## src/rtl/shift_reg_universal.sv

```systemverilog
// Universal WIDTH-bit shift register: parallel load, shift, rotate and arithmetic shift,
// stepping one bit per clock for a latched amount and pulsing done on completion.
module shift_reg_universal #(
  parameter int unsigned      WIDTH     = 8,
  parameter int unsigned      AMT_W     = 4,
  parameter logic [WIDTH-1:0] RESET_VAL = '0
) (
  input  logic             clock,
  input  logic             reset,
  input  logic             clear,
  input  logic             start,
  input  logic [2:0]       mode,
  input  logic [AMT_W-1:0] amount,
  input  logic [WIDTH-1:0] d,
  input  logic             sin,
  output logic [WIDTH-1:0] q,
  output logic             sout_msb,
  output logic             sout_lsb,
  output logic             busy,
  output logic             done
);

  typedef enum logic [2:0] {
    ModeHold = 3'b000,
    ModeLoad = 3'b001,
    ModeShl  = 3'b010,
    ModeShr  = 3'b011,
    ModeRol  = 3'b100,
    ModeRor  = 3'b101,
    ModeAsr  = 3'b110,
    ModeRsvd = 3'b111
  } mode_e;

  typedef enum logic {StIdle, StRun} state_e;

  state_e           state_q, state_d;
  mode_e            mode_q, mode_d;
  logic [AMT_W-1:0] remaining_q, remaining_d;
  logic [WIDTH-1:0] q_d;
  logic             busy_d, done_d;
  mode_e            start_mode;
  logic             start_shifts;

  // One single-bit step of a shift/rotate; non-shift modes leave the value untouched.
  function automatic logic [WIDTH-1:0] shift_step(input mode_e op, input logic [WIDTH-1:0] val,
                                                  input logic s);
    logic [WIDTH-1:0] res;
    res = val;
    case (op)
      ModeShl: res = {val[WIDTH-2:0], s};
      ModeShr: res = {s, val[WIDTH-1:1]};
      ModeRol: res = {val[WIDTH-2:0], val[WIDTH-1]};
      ModeRor: res = {val[0], val[WIDTH-1:1]};
      ModeAsr: res = {val[WIDTH-1], val[WIDTH-1:1]};
      default: res = val;
    endcase
    return res;
  endfunction

  assign start_mode   = mode_e'(mode);
  assign start_shifts = start_mode inside {ModeShl, ModeShr, ModeRol, ModeRor, ModeAsr};

  always_comb begin
    state_d     = state_q;
    mode_d      = mode_q;
    remaining_d = remaining_q;
    q_d         = q;
    busy_d      = busy;
    done_d      = 1'b0;

    if (clear) begin
      state_d     = StIdle;
      remaining_d = '0;
      q_d         = '0;
      busy_d      = 1'b0;
    end else if (state_q == StRun) begin
      q_d = shift_step(mode_q, q, sin);
      if (remaining_q == AMT_W'(1)) begin
        state_d     = StIdle;
        remaining_d = '0;
        busy_d      = 1'b0;
        done_d      = 1'b1;
      end else begin
        remaining_d = remaining_q - AMT_W'(1);
      end
    end else if (start) begin
      mode_d = start_mode;
      done_d = 1'b1;
      if (start_mode == ModeLoad) begin
        q_d = d;
      end else if (start_shifts && amount != '0) begin
        // First step happens on the accepting edge; only multi-step commands enter RUN.
        q_d = shift_step(start_mode, q, sin);
        if (amount != AMT_W'(1)) begin
          state_d     = StRun;
          remaining_d = amount - AMT_W'(1);
          busy_d      = 1'b1;
          done_d      = 1'b0;
        end
      end
    end
  end

  always_ff @(posedge clock or posedge reset) begin
    if (reset) begin
      state_q     <= StIdle;
      mode_q      <= ModeHold;
      remaining_q <= '0;
      q           <= RESET_VAL;
      busy        <= 1'b0;
      done        <= 1'b0;
    end else begin
      state_q     <= state_d;
      mode_q      <= mode_d;
      remaining_q <= remaining_d;
      q           <= q_d;
      busy        <= busy_d;
      done        <= done_d;
    end
  end

  assign sout_msb = q[WIDTH-1];
  assign sout_lsb = q[0];

endmodule
```

## config.mk

```make
export PLATFORM = sky130hd
export DESIGN_NAME = shift_reg_universal
export DESIGN_NICKNAME = d
export VERILOG_FILES = /design/src/rtl/shift_reg_universal.sv
export SDC_FILE = /design/constraint.sdc
export NUM_CORES = 1
export LEC_CHECK = 0
export ABC_AREA = 1
export BUFFER_PORTS_ARGS = -buffer_cell sky130_fd_sc_hd__buf_4
export CAP_MARGIN = 20
export CORE_UTILIZATION = 50
export DETAILED_ROUTE_END_ITERATION = 12
export PLACE_DENSITY = 0.77
export RECOVER_POWER = 50
export REMOVE_ABC_BUFFERS = 1
export SETUP_SLACK_MARGIN = 0.2
export SLEW_MARGIN = 20
export SYNTH_ARGS = -nofsm -noshare
export SYNTH_HDL_FRONTEND = slang
export SYNTH_SLANG_ARGS = --single-unit
```

## constraint.sdc

```tcl
create_clock -name clock -period 1.2 [get_ports clock]
set_input_delay 0.06 -clock clock [delete_from_list [all_inputs] [get_ports clock]]
set_output_delay 0.06 -clock clock [all_outputs]
set_load 0.02 [all_outputs]
```

==> run metrics, run 1 <==
mapped cell area=1610 um2; final worst slack=-0.122 ns; Setup-failing EPs final=10; worst reg2reg path depth=10; WP data required=1.45 ns; I/O pin count=32; placed insts=334; CP arrival=1.58 ns; Die Y=58.7 um; R2R Path End=q[7]$_DFFE_PP0P_; Critical Path Source=mode_q[2]$_DFFE_PP0P_; residual DRC count=0; row cnt=20; worst skew pair latency=0.31 ns; fin nets=331; Rel. slew slack=67.6%; failing checks=negative setup slack; clk slew on worst S/H paths=0.11 ns; RePlAce Congestion=0.828; Starting Density=52.6%; DP HPWL=3040 um; multi-input logic area=1220 um2; commonest non-fill, non-tap cell in the layout=nand2_1; crit end category=flop; Tmin final=1.32 ns; number of global-route vias before repair=1758; RSZ-0062 raised after global routing=yes; Leak=1.22 nW; CTS H-Tree Depth=1; Yosys cell types=23; GRT Residual Overflow=0; Total GRT Usage=30.7%; CTS Buffer Depth=2; Max Cap Violations=0; Mapped Cells=250; critical path peak fanout=7; sequential cell area=464 um2; reg2reg setup slack=-0.12 ns; largest net degree at the start of global routing=19; Fill cells=222; root buffer cell=clkbuf_4; Hold Fails Final Rpt=0; Finished Layout Cells=349; Avg WL per Cell=13.6 um; die footprint=3440 um2; area grow syn2layout=47.1%; TritonCTS clock tree=built; most frequent cells in the layout=nand2_1, buf_4, nor2_1; FF+latch count, synth=18; status=complete, but fails checks; Vias/cell=5.33; drt first pass iters=6; sequential element share of the synthesized area=28.0%; DRT antenna net count=0; clk sinks=18; PortBufs=31; crit start category=flop; skew final=0.00290 ns; Max Slew Vio Count=0; Hold Crit Class=input pin to flop; Num CTS Buffers=3; share of layout cells above drive strength 1=39.3%; achievable frequency=756 MHz; pwr dens=1100 nW/um2; YS warnings=0; Initial DRC Count=109; WHS=0.0674 ns; Die Wd=58.7 um; Slew @ Worst Pin=0.486 ns; first-pass GRT wire length=7980 um; vias=1859; worst r2r src=mode_q[2]$_DFFE_PP0P_; initial antenna violation count=0; wirelength, routed=4740 um; Peak VDD IR=0.792 mV; Core ar.=3050 um2; worst setup path end=q[7]$_DFFE_PP0P_; WS Path Type=flop to flop; final cycle utilization of the critical path=110%; Synth Area per Inst=6.43 um2; # diodes=0
==> critical path, stage by stage, from the launching register on <==
cell,delay [ns]
dfrtp_2,0.46
inv_2,0.07
nand3_2,0.09
nand2_2,0.08
nor2_4,0.16
nand2_1,0.08
nand2_1,0.08
nand2_1,0.05
nand2_1,0.08
nand2_1,0.06
nand2_1,0.06
==> routing by layer <==
layer	routed length, um	part of all wire (%)	up-vias	track usage [%]
met1	1900	40	866	38.9
met3	266	5.6	8	4.40
met4	78	1.6	0	11.6
li1	-	-	918	-
met5	0	0	-	0
met2	2490	53	67	53.0
==> sequential cells by signal (all words and copies together) (netlist names) <==
signal       flops
busy             1
q                8
remaining_q      4
state_q          1
done             1
mode_q           3
==> synth_stat cells <==
master	count	area [um2]
nand3_4	4	70.1
nor2_4	4	45.0
inv_4	1	6.26
nand2_1	110	413
buf_4	2	15.0
buf_2	1	5.00
nand3_1	16	80.1
buf_6	1	11.3
dfrtp_1	18	450
inv_1	19	71.3
nand2_4	2	22.5
o21ai_1	4	20.0
o21ai_0	6	30.0
nand4_1	12	75.1
nor3b_1	1	7.51
ha_1	5	62.6
xnor2_1	2	17.5
nor2_1	25	93.8
inv_2	5	18.8
o22ai_1	4	25.0
a21oi_1	2	10.0
nand3_2	5	50.1
nand2_2	1	6.26
==> cell families (layout without fill, tap and decap cells) <==
logic type      Yosys count  count (layout)  synth area share (%)
compound gates           16              16                  5.30
xor+xnor                  2               2                  1.09
fa+ha+maj                 5               5                  3.89
buf+inv                  29              84                  7.94
flops                    18              18                  28.0
simple gates            180             180                  53.7
==> how the worst min path moves through the flow <==
stage	startpoint	endpoint	slack, ns	depth (start not counted)
after floorplan	reset	busy$_DFFE_PP0P_	-0.001	1
after global placement	reset	busy$_DFFE_PP0P_	0.10	3
after detailed placement	reset	remaining_q[2]$_DFFE_PP0P_	0.1	3
after CTS	start	state_q$_DFF_PP0_	0.04	3
after global routing	start	state_q$_DFF_PP0_	0.06	3
final	start	state_q$_DFF_PP0_	0.07	3
==> stage by stage <==
stage / worst slack [ns] / total power [mW] / util, % / TNS [ns] / cell area [um2]
2_1_floorplan: -0.0396 / 1.41 / - / -0.295 / 1580
3_5_place_dp: -0.160 / 1.79 / 64.6 / -1.42 / 1970
4_1_cts: -0.0809 / 2.42 / 74.3 / -0.465 / 2270
5_1_grt: -0.230 / 2.76 / 77.4 / -1.73 / 2360
3_3_place_gp: -0.120 / 1.78 / 64.6 / -1.09 / 1970
6_report: -0.122 / 2.59 / 77.4 / -0.816 / 2360
==> layout make-up <==
type / instances / area share, %
Timing Repair Buffer: 55 / 20.7
Clock buffer: 4 / 1.54
Tap cell: 44 / 2.33
Multi-Input combinational cell: 203 / 51.5
Sequential cell: 18 / 19.6
Inverter: 25 / 4.29
==> where the power goes <==
group / internal, mW / leakage, nW / switching, mW / total, mW
logic: 0.605 / 0.977 / 0.718 / 1.32
clock network: 0.185 / 0.0210 / 0.208 / 0.393
registers: 0.708 / 0.222 / 0.164 / 0.872
==> what timing repair did <==
action	in CTS	in global routing
endpoints found under the hold margin	18	0
resized for setup	60	17
buffers inserted	7	3
hold buffers	1	0
pin swaps	25	9
endpoints found under the setup margin	28	28
Power figures use the tool's default switching activity.
==> inputs of run 2 (changes only) <==
Clock period 1.2 ns to 1.1 ns, I/O delays scaled along.
==> run 2 against run 1 <==
The run still ends with negative setup slack left. First-iteration DRC count up 38%. Core utilization up 1.2 points. Clock power up 7.6%. Sequential power up 8.3%. Die area unchanged. Fmax up 2.4%. Critical path type unchanged.
==> run metrics, run 2 (synthesis gave the netlist of run 1 again) <==
CTS Buffer Depth=2 (unchanged); share of layout cells above drive strength 1=40.5% (was 39.3%); logic gate share of total power=51.5% (was 51.1%); Leak=1.25 nW (was 1.22 nW); most frequent cells in the layout=nand2_1, buf_4, nor2_1 (unchanged); WHS=0.0757 ns (was 0.0674 ns); Most flops, register=q (unchanged); Hold Fails Final Rpt=0 (unchanged); Starting Density=52.6% (unchanged); root buffer cell=clkbuf_4 (unchanged); failing checks=negative setup slack (unchanged); worst r2r src=state_q$_DFF_PP0_ (was mode_q[2]$_DFFE_PP0P_); Die Y=58.7 um (unchanged); Tmin final=1.29 ns (was 1.32 ns); switching power=1.17 mW (was 1.09 mW); Max Slew Vio Count=0 (unchanged); I/O pin count=32 (unchanged); wirelength, routed=4770 um (was 4740 um); residual DRC count=0 (unchanged); Worst Hold Launch=start (unchanged); P_int=1.65 mW (was 1.50 mW); Initial DRC Count=150 (was 109); area grow syn2layout=49.5% (was 47.1%); Num CTS Buffers=3 (unchanged); CTS H-Tree Depth=1 (unchanged); DP HPWL=3160 um (was 3040 um); WS Path Type=flop to flop (unchanged); row cnt=20 (unchanged); critical path peak fanout=8 (was 7); Hold Crit Class=input pin to flop (unchanged); Final Core Density=78.6% (was 77.4%); DRT antenna net count=0 (unchanged); Peak VDD IR=0.786 mV (was 0.792 mV); RePlAce Congestion=0.867 (was 0.828); PortBufs=31 (unchanged); Reg power frac=33.5% (was 33.7%); crit start category=flop (unchanged); number of global-route vias before repair=1752 (was 1758); largest net degree at the start of global routing=19 (unchanged); worst skew pair latency=0.30 ns (was 0.31 ns); Post-DP Area=2070 um2 (was 1970 um2); drt first pass iters=4 (was 6); Total GRT Usage=30.6% (was 30.7%); fin area=2400 um2 (was 2360 um2); initial antenna violation count=0 (unchanged); skew final=0.00243 ns (was 0.00290 ns); placed insts=344 (was 334); clk slew on worst S/H paths=0.11 ns (about the same); TritonCTS clock tree=built (unchanged); # diodes=0 (unchanged); Avg WL per Cell=13.5 um (was 13.6 um); Critical Path Source=state_q$_DFF_PP0_ (was mode_q[2]$_DFFE_PP0P_); final worst slack=-0.192 ns (was -0.122 ns); Finished Layout Cells=353 (was 349); commonest non-fill, non-tap cell in the layout=nand2_1 (unchanged); clock share of power=15.0% (was 15.2%); biggest regs=q: 8 flops, remaining_q: 4 flops, mode_q: 3 flops (unchanged); Max Cap Violations=0 (unchanged); fin nets=335 (was 331); GRT Residual Overflow=0 (unchanged); RSZ-0062 raised after global routing=yes (unchanged); Core ar.=3050 um2 (unchanged); CP arrival=1.49 ns (was 1.58 ns); pwr dens=1170 nW/um2 (was 1100 nW/um2); clk sinks=18 (unchanged); die footprint=3440 um2 (unchanged); switching share of power=41.4% (was 42.1%); Slew @ Worst Pin=0.504 ns (was 0.486 ns); Setup-failing EPs final=14 (was 10); status=complete, but fails checks (unchanged); achievable frequency=774 MHz (was 756 MHz); Largest register FFs=8 (unchanged); Rel. slew slack=66.4% (was 67.6%); crit end category=flop (unchanged); Die Wd=58.7 um (unchanged); WP data required=1.30 ns (was 1.45 ns); vias=1851 (was 1859); final cycle utilization of the critical path=117% (was 110%); Vias/cell=5.24 (was 5.33); first-pass GRT wire length=7940 um (was 7980 um)
==> run 2: cell types whose count changed in the layout (fill, tap and decap cells not counted), sizes merged <==
cell / change
buf: +4
==> run 2: worst paths after layout <==
check / cells after the start / endpoint / slack [ns]
hold / removal: 3 / state_q$_DFF_PP0_ / 0.08
setup reg to reg: 7 / q[4]$_DFFE_PP0P_ / -0.19
min in group asynchronous: 4 / remaining_q[0]$_DFFE_PP0P_ / 0.42
setup / recovery: 7 / q[4]$_DFFE_PP0P_ / -0.19
max in group asynchronous: 4 / q[3]$_DFFE_PP0P_ / 0.31
hold reg to reg: 2 / busy$_DFFE_PP0P_ / 0.52
==> run 2: cell type report <==
type	count	area, um2
multi-input combinational	203	1190
tap	44	55.1
sequential	18	464
clock buffer	4	36.3
timing repair buffer	59	548
inverter	25	104
fill	226	652
==> run 2: power groups by stage <==
stage / Sequential [mW] / Combinational (mW) / Clock [mW]
after floorplan: 0.952 / 0.587 / 0
after global placement: 0.895 / 1.11 / 0
after detailed placement: 0.897 / 1.14 / 0
after CTS: 0.932 / 1.35 / 0.437
after global routing: 0.960 / 1.58 / 0.457
final: 0.944 / 1.45 / 0.423
==> run 2: through the flow <==
step                      total power, mW  TNS [ns]  worst slack [ns]
after floorplan                      1.54     -1.26            -0.140
final                                2.82     -2.03            -0.192
after global routing                 3.00     -3.06            -0.294
after detailed placement             2.03     -2.52            -0.236
after global placement               2.01     -2.24            -0.205
after CTS                            2.71     -1.51            -0.149
==> run 2: critical path, stage by stage, from the launching register on <==
cell and delay, ns:
dfrtp_2 0.46, nor2_4 0.16, buf_6 0.15, nand3_4 0.09
nand3_4 0.16, inv_6 0.06, nand2_1 0.06, nand2_1 0.04
==> run 2: repair_timing <==
action | in CTS | in global routing
pin swaps | 17 | 7
resized for setup | 57 | 20
hold buffers | 1 | 0
setup buffers | 4 | 0
setup endpoints to repair | 29 | 30
cloned | 0 | 0
endpoints found under the hold margin | 18 | 0
==> run 2: routing by layer <==
metal	wire length, um	up-vias	track usage [%]
met5	0	-	0
met4	86	0	10.2
met3	226	12	2.86
met2	2510	56	54.0
met1	1960	863	39.6
li1	-	920	-
